[src/rtl/btn_pkg.sv]
// Shared types and defaults for the button event arbiter, plus the
// round-robin pick used by both the arbiter and its testbench model.
package btn_pkg;

  localparam int DEF_DB_CYCLES = 16;
  localparam int MAX_BTN       = 16;

  typedef enum logic [0:0] {
    IDLE  = 1'b0,
    OFFER = 1'b1
  } arb_state_t;

  // First set bit of pend at or above ptr, wrapping at n-1 -> 0.
  function automatic logic [3:0] rr_pick(input logic [MAX_BTN-1:0] pend,
                                         input logic [3:0]         ptr,
                                         input int                 n);
    logic [3:0] sel;
    logic       found;
    int         idx;
    sel   = ptr;
    found = 1'b0;
    for (int k = 0; k < MAX_BTN; k++) begin
      idx = (int'(ptr) + k) % n;
      if (!found && (k < n) && pend[idx[3:0]]) begin
        sel   = idx[3:0];
        found = 1'b1;
      end
    end
    return sel;
  endfunction

endpackage

[src/rtl/btn_edge_ch.sv]
// One button channel: 2-flop synchroniser, debounce, registered rising edge.
// With BTN_AUTOREPEAT_EN defined, a held button also emits repeat pulses.
module btn_edge_ch import btn_pkg::*; #(
  parameter int DB_CYCLES  = DEF_DB_CYCLES
`ifdef BTN_AUTOREPEAT_EN
  ,
  parameter int RPT_DELAY  = 500000,
  parameter int RPT_PERIOD = 100000
`endif
) (
  input  logic clk,
  input  logic rst,
  input  logic btn_in,
  output logic rise
);

  localparam int CNT_W = $clog2(DB_CYCLES);

  logic [1:0]       r_sync;
  logic             r_db;
  logic             r_db_q;
  logic             r_rise;
  logic [CNT_W-1:0] r_cnt;
  logic             w_rpt_hit;

  // NOTE: sequential state uses non-blocking assignments so every flop samples pre-edge values.
  always_ff @(posedge clk) begin
    if (rst) begin
      r_sync <= '0;
      r_db   <= 1'b0;
      r_db_q <= 1'b0;
      r_rise <= 1'b0;
      r_cnt  <= '0;
    end else begin
      r_sync <= {r_sync[0], btn_in};
      r_db_q <= r_db;
      r_rise <= (r_db & ~r_db_q) | w_rpt_hit;
      if (r_sync[1] == r_db) begin
        r_cnt <= '0;
      end else if (r_cnt == CNT_W'(DB_CYCLES - 1)) begin
        r_db  <= r_sync[1];
        r_cnt <= '0;
      end else begin
        r_cnt <= r_cnt + 1'b1;
      end
    end
  end

`ifdef BTN_AUTOREPEAT_EN
  logic [31:0] r_rpt_cnt;
  logic        r_rpt_armed;
  logic [31:0] w_rpt_lim;

  // Counting starts the cycle after the press edge so the first repeat
  // lands exactly RPT_DELAY cycles after the press pulse.
  assign w_rpt_lim = r_rpt_armed ? 32'(RPT_PERIOD - 1) : 32'(RPT_DELAY - 1);
  assign w_rpt_hit = r_db & r_db_q & (r_rpt_cnt == w_rpt_lim);

  always_ff @(posedge clk) begin
    if (rst || !(r_db && r_db_q)) begin
      r_rpt_cnt   <= '0;
      r_rpt_armed <= 1'b0;
    end else if (w_rpt_hit) begin
      r_rpt_cnt   <= '0;
      r_rpt_armed <= 1'b1;
    end else begin
      r_rpt_cnt   <= r_rpt_cnt + 32'd1;
    end
  end
`else
  assign w_rpt_hit = 1'b0;
`endif

  assign rise = r_rise;

endmodule

[src/rtl/btn_event_arbiter.sv]
// Debounced button events latched as pending and offered one at a time,
// round-robin, over valid/ready. BTN_AUTOREPEAT_EN enables auto-repeat.
module btn_event_arbiter import btn_pkg::*; #(
  parameter int N_BTN      = 5,
  parameter int DB_CYCLES  = DEF_DB_CYCLES,
`ifdef BTN_AUTOREPEAT_EN
  parameter int RPT_DELAY  = 500000,
  parameter int RPT_PERIOD = 100000,
`endif
  parameter int ID_W       = $clog2(N_BTN)
) (
  input  logic             clk,
  input  logic             rst,
  input  logic [N_BTN-1:0] btn_in,
  output logic             evt_valid,
  output logic [ID_W-1:0]  evt_id,
  input  logic             evt_ready,
  output logic [N_BTN-1:0] pending,
  output logic [N_BTN-1:0] lost,
  input  logic [N_BTN-1:0] lost_clr
);

  logic [N_BTN-1:0] w_rise;
  logic [N_BTN-1:0] w_clr;
  logic [N_BTN-1:0] w_lost_set;
  logic [3:0]       w_pick;
  logic             w_hs;

  arb_state_t       r_state;
  logic             r_evt_valid;
  logic [ID_W-1:0]  r_evt_id;
  logic [ID_W-1:0]  r_rr_ptr;
  logic [N_BTN-1:0] r_pending;
  logic [N_BTN-1:0] r_lost;

  for (genvar g = 0; g < N_BTN; g++) begin : g_ch
    btn_edge_ch #(
      .DB_CYCLES  (DB_CYCLES)
`ifdef BTN_AUTOREPEAT_EN
      ,
      .RPT_DELAY  (RPT_DELAY),
      .RPT_PERIOD (RPT_PERIOD)
`endif
    ) u_ch (
      .clk    (clk),
      .rst    (rst),
      .btn_in (btn_in[g]),
      .rise   (w_rise[g])
    );
  end

  assign w_hs = r_evt_valid & evt_ready;

  // NOTE: default every combinational output first so no path infers a latch.
  always_comb begin
    w_clr = '0;
    if (w_hs) w_clr[r_evt_id] = 1'b1;
  end

  // A press landing on the accept cycle re-arms pending and is not a loss.
  assign w_lost_set = w_rise & r_pending & ~w_clr;
  assign w_pick     = rr_pick(MAX_BTN'(r_pending), 4'(r_rr_ptr), N_BTN);

  always_ff @(posedge clk) begin
    if (rst) begin
      r_state     <= IDLE;
      r_evt_valid <= 1'b0;
      r_evt_id    <= '0;
      r_rr_ptr    <= '0;
      r_pending   <= '0;
      r_lost      <= '0;
    end else begin
      r_pending <= (r_pending & ~w_clr) | w_rise;
      r_lost    <= (r_lost & ~lost_clr) | w_lost_set;
      case (r_state)
        IDLE: begin
          if (|r_pending) begin
            r_evt_id    <= w_pick[ID_W-1:0];
            r_evt_valid <= 1'b1;
            r_state     <= OFFER;
          end
        end
        OFFER: begin
          if (evt_ready) begin
            r_evt_valid <= 1'b0;
            r_state     <= IDLE;
            r_rr_ptr    <= (r_evt_id == ID_W'(N_BTN - 1)) ? '0 : r_evt_id + 1'b1;
          end
        end
        default: r_state <= IDLE;
      endcase
    end
  end

  assign evt_valid = r_evt_valid;
  assign evt_id    = r_evt_id;
  assign pending   = r_pending;
  assign lost      = r_lost;

endmodule

[config.mk]
export PLATFORM = sky130hd
export DESIGN_NAME = btn_event_arbiter
export DESIGN_NICKNAME = d
export VERILOG_FILES = /design/src/rtl/btn_pkg.sv /design/src/rtl/btn_edge_ch.sv /design/src/rtl/btn_event_arbiter.sv
export SDC_FILE = /design/constraint.sdc
export NUM_CORES = 1
export LEC_CHECK = 0
export ABC_AREA = 1
export ABC_CLOCK_PERIOD_IN_PS = 4410
export CAP_MARGIN = 20
export CORE_MARGIN = 2
export CORE_UTILIZATION = 59
export CTS_CLUSTER_SIZE = 40
export DETAILED_ROUTE_END_ITERATION = 12
export PLACE_DENSITY = 0.88
export SETUP_SLACK_MARGIN = 0.15
export SLEW_MARGIN = 20
export SYNTH_ARGS = -nofsm -noshare
export SYNTH_HDL_FRONTEND = slang
export SYNTH_SLANG_ARGS = --single-unit
[constraint.sdc]
create_clock -name clk -period 4.41 [get_ports clk]
set_input_delay 0.6615 -clock clk [delete_from_list [all_inputs] [get_ports clk]]
set_output_delay 0.6615 -clock clk [all_outputs]
set_load 0.01 [all_outputs]
==> summary.md <==
| Metric | Value |
|---|---|
| TritonCTS clock tree | built |
| # DRC | 0 |
| Flop-to-flop setup slack | 0.63 ns |
| Final setup vio count | 0 |
| Global placer's final weighted congestion | 0.977 |
| Max-slew violations | 0 |
| Mapped Area | 0.00380 sq mm |
| RR Startpoint | r_rr_ptr[1]$_SDFFE_PP0P_ |
| Worst path arrival time | ~4 ns |
| Slew @ Worst Pin | between 0.4 and 0.5 ns |
| Number of global-route vias before repair | 3386 |
| Layout cells sized above 1 | between 10 and 15% |
| Largest net degree at the start of global routing | 35 |
| Fin nets | a little over 600 |
| Seq/Total Area, Yosys | 33.2% |
| Synth Net Count | 590 |
| Diodes inserted | 0 |
| Clk Latency, worst-skew pair | 0.33 ns |
| H-tree levels | 3 |
| Synthesized area per cell | 6.91 sq um |
| Final min period | 3.78 ns |
| Most common cell after layout, fill and taps aside | nand2_1 |
| Hold_buf cts | 0 |
| Die area | about 0.0071 sq mm |
| Site Rows | 29 |
| Max Cap Viol | 0 |
| Setup crit end kind | flop |
| Switching power | 245 uW |
| LEAKAGE | 0.00196 uW |
| Initial DRC count | 215 |
| Synthesis-to-finish area growth | 13.7% |
| Antenna-violating nets left | 0 |
| Final Cycle Share | 85.6% |
| # IOs | 27 |
| Total CTS buffers | 9 |
| Worst setup path end | evt_id[2]$_SDFFE_PP0P_ |
| Worst Setup SP | r_rr_ptr[1]$_SDFFE_PP0P_ |
| # Post-CTS Setup Buffers | 0 |
| Total number of vias | 3554 |
| CP Class | reg -> reg |
| Synth cell types | 34 |
| Switching part of the total | 23.3% |
| CP Launch Type | flop |
| Total design power | roughly 1100 uW |
| Gr ovfl total | 0 |
| Post-DP HPWL | 6290 microns |
| First-pass GRT wire length | 14100 microns |
| Synth area leaders | dfxtp_1 33%, nand2_1 12%, ha_1 8.9%, inv_1 7.5%, nand3_1 6.3% |
| Pint | between 800 and 900 uW |
| Tot GR Track Use | 24.1% |
| Unrepaired setup endpoints after global routing | false |
| WL/cell | 12.4 microns |
| CP max FO | 9 |
| Core Area | 0.00628 sq mm |
| Reg2reg end | evt_id[2]$_SDFFE_PP0P_ |
| Root buf cell | clkbuf_8 |
| Initial core utilization | between 60 and 70% |
| Worst-path clk slew | 0.07 ns |
| Clock buffer depth | 2 |
| Skew final | about 0.0092 ns |
| Slew margin rel. | 67.7% |
| Fillers | roughly 500 |
| IO buf count | 26 |
| Antenna violations before repair | 0 |
| Post-Syn Instances | 550 |
| Seq pwr share | around 55% |
| # clock sinks | 63 |
| Comb pwr share | 2.7% |
| PD cells | 244 mW/mm^2 |
| Pre-antenna DRT Iters | 5 |
| Total Wirelength | 8220 microns |
| Worst hold path class | reg -> reg |
| Max Clock Freq | 265 MHz |
| Clk pwr share | roughly 43% |
| Worst R2R Path Depth | 25 |
| Die height | 84.3 microns |
| Vias per inst | 5.36 |
| Commonest cells after routing, fill and taps aside | 119 x nand2_1, 76 x inv_1, 62 x dfxtp_1 |
| Critical Path RT | 4.63 ns |
| Status | finished clean |
| Yosys top cell by area | dfxtp_1 |
| Peak VDD IR | roughly 0.32 mV |
| Final core utilization | between 60 and 70% |
| Synth warn | 0 |
| Yosys reg bits | 63 |
| Yosys top cell area share | 33.2% |
| Sum of negative setup slack | 0 ns |
| Die width | 84.3 microns |
| Final Hold Violating Endpoints | 0 |
## critical path, cell delays in order, from the launching register on
cell and delay (ns):
dfxtp_2 0.38, inv_2 0.16, ha_1 0.19, inv_1 0.07
ha_1 0.31, inv_1 0.09, ha_1 0.18, nor2_1 0.11
nand2_1 0.12, nand2_4 0.10, xor2_2 0.22, ha_1 0.21
inv_1 0.06, or2_2 0.28, nand2_2 0.11, nand3_1 0.12
nand2_2 0.13, nand3_1 0.08, a21oi_1 0.17, nand2_2 0.11
nand3_2 0.09, nor2_4 0.05, a21oi_1 0.13, nand2_1 0.07
nand2_1 0.05, a21oi_1 0.05
## metal layers
metal | vias up | wire length [microns] | GRT usage [%]
met3 | 20 | 412 | 5.80
met5 | - | 0 | 0
met1 | 1585 | 3630 | 28.2
met4 | 0 | 181 | 9.68
met2 | 119 | 3990 | 42.3
li1 | 1830 | - | -
## synth_stat cells (all sizes together)
cell type and count:
a21o 1, a21oi 38, a2bb2oi 1, a31oi 1
buf 3, clkbuf 6, clkinv 1, dfxtp 63
ha 27, inv 82, nand2 139, nand3 57
nand3b 2, nand4 7, nor2 62, nor3 12
o211ai 3, o21ai 29, or2 2, xnor2 2
xor2 12
## power groups by stage
stage               Clock [uW]  Sequential [uW]  Combinational (uW)
finish                     448              577                28.7
global route               485              578                33.0
CTS                        460              577                29.0
detailed placement           0              590                28.5
global placement             0              590                27.4
floorplan                    0              589                14.5
## what timing repair did
action                                  in CTS  in global routing
gates resized for setup                      0                  2
endpoints found under the setup margin       0                  3
endpoints found under the hold margin        0                  0
## metrics by stage
step / hold slack, ns / instances / worst slack [ns] / area, sq um
2_1_floorplan: 0.373 / 550 / 0.702 / 3800
3_3_place_gp: 0.378 / 647 / 0.737 / 4130
3_5_place_dp: 0.384 / 647 / 0.507 / 4130
4_1_cts: 0.393 / 663 / 0.496 / 4310
5_1_grt: 0.411 / 663 / 0.226 / 4320
6_report: 0.386 / 663 / 0.633 / 4320
## worst min-delay path by stage
| stage | startpoint | endpoint | depth (start not counted) |
|---|---|---|---|
| after floorplan | g_ch[0].u_ch.r_db_q$_SDFF_PP0_ | g_ch[0].u_ch.rise$_SDFF_PP0_ | 1 |
| after global placement | g_ch[2].u_ch.r_db_q$_SDFF_PP0_ | g_ch[2].u_ch.rise$_SDFF_PP0_ | 1 |
| after detailed placement | g_ch[0].u_ch.r_db_q$_SDFF_PP0_ | g_ch[0].u_ch.rise$_SDFF_PP0_ | 1 |
| after CTS | g_ch[2].u_ch.r_db_q$_SDFF_PP0_ | g_ch[2].u_ch.rise$_SDFF_PP0_ | 1 |
| after global routing | g_ch[0].u_ch.r_db_q$_SDFF_PP0_ | g_ch[0].u_ch.rise$_SDFF_PP0_ | 1 |
| final | g_ch[2].u_ch.r_db_q$_SDFF_PP0_ | g_ch[2].u_ch.rise$_SDFF_PP0_ | 1 |
## cell type report
class | instances | area (sq um) | area share (%)
clock buffer | 10 | 138 | 3.18
tap | 77 | 96.3 | 2.23
timing repair buffer | 29 | 283 | 6.54
clock inverter | 6 | 45.0 | 1.04
inverter | 83 | 314 | 7.26
multi-input combinational | 395 | 2180 | 50.5
sequential | 63 | 1260 | 29.2
## flip-flops by register name, indices dropped and copies added, names as in the netlist
signal / flops
g_ch.u_ch.r_cnt: 20
g_ch.u_ch.r_sync: 10
g_ch.u_ch.r_db: 5
g_ch.u_ch.r_db_q: 5
g_ch.u_ch.rise: 5
lost: 5
pending: 5
evt_id: 3
r_rr_ptr: 3
evt_valid: 1
r_state: 1
## kinds of logic (layout without fill, tap and decap cells)
kind of cell / Yosys count / in the layout / share of synthesized area, %
flip-flops: 63 / 63 / 33.2
buffers and inverters: 92 / 128 / 9.58
AND/OR/NAND/NOR: 281 / 281 / 34.4
AO/OA/AOI/OAI: 73 / 73 / 10.8
adder cells (fa/ha/maj): 27 / 27 / 8.88
XOR/XNOR: 14 / 14 / 3.22
Note: power is estimated with default switching activity, not from simulation.
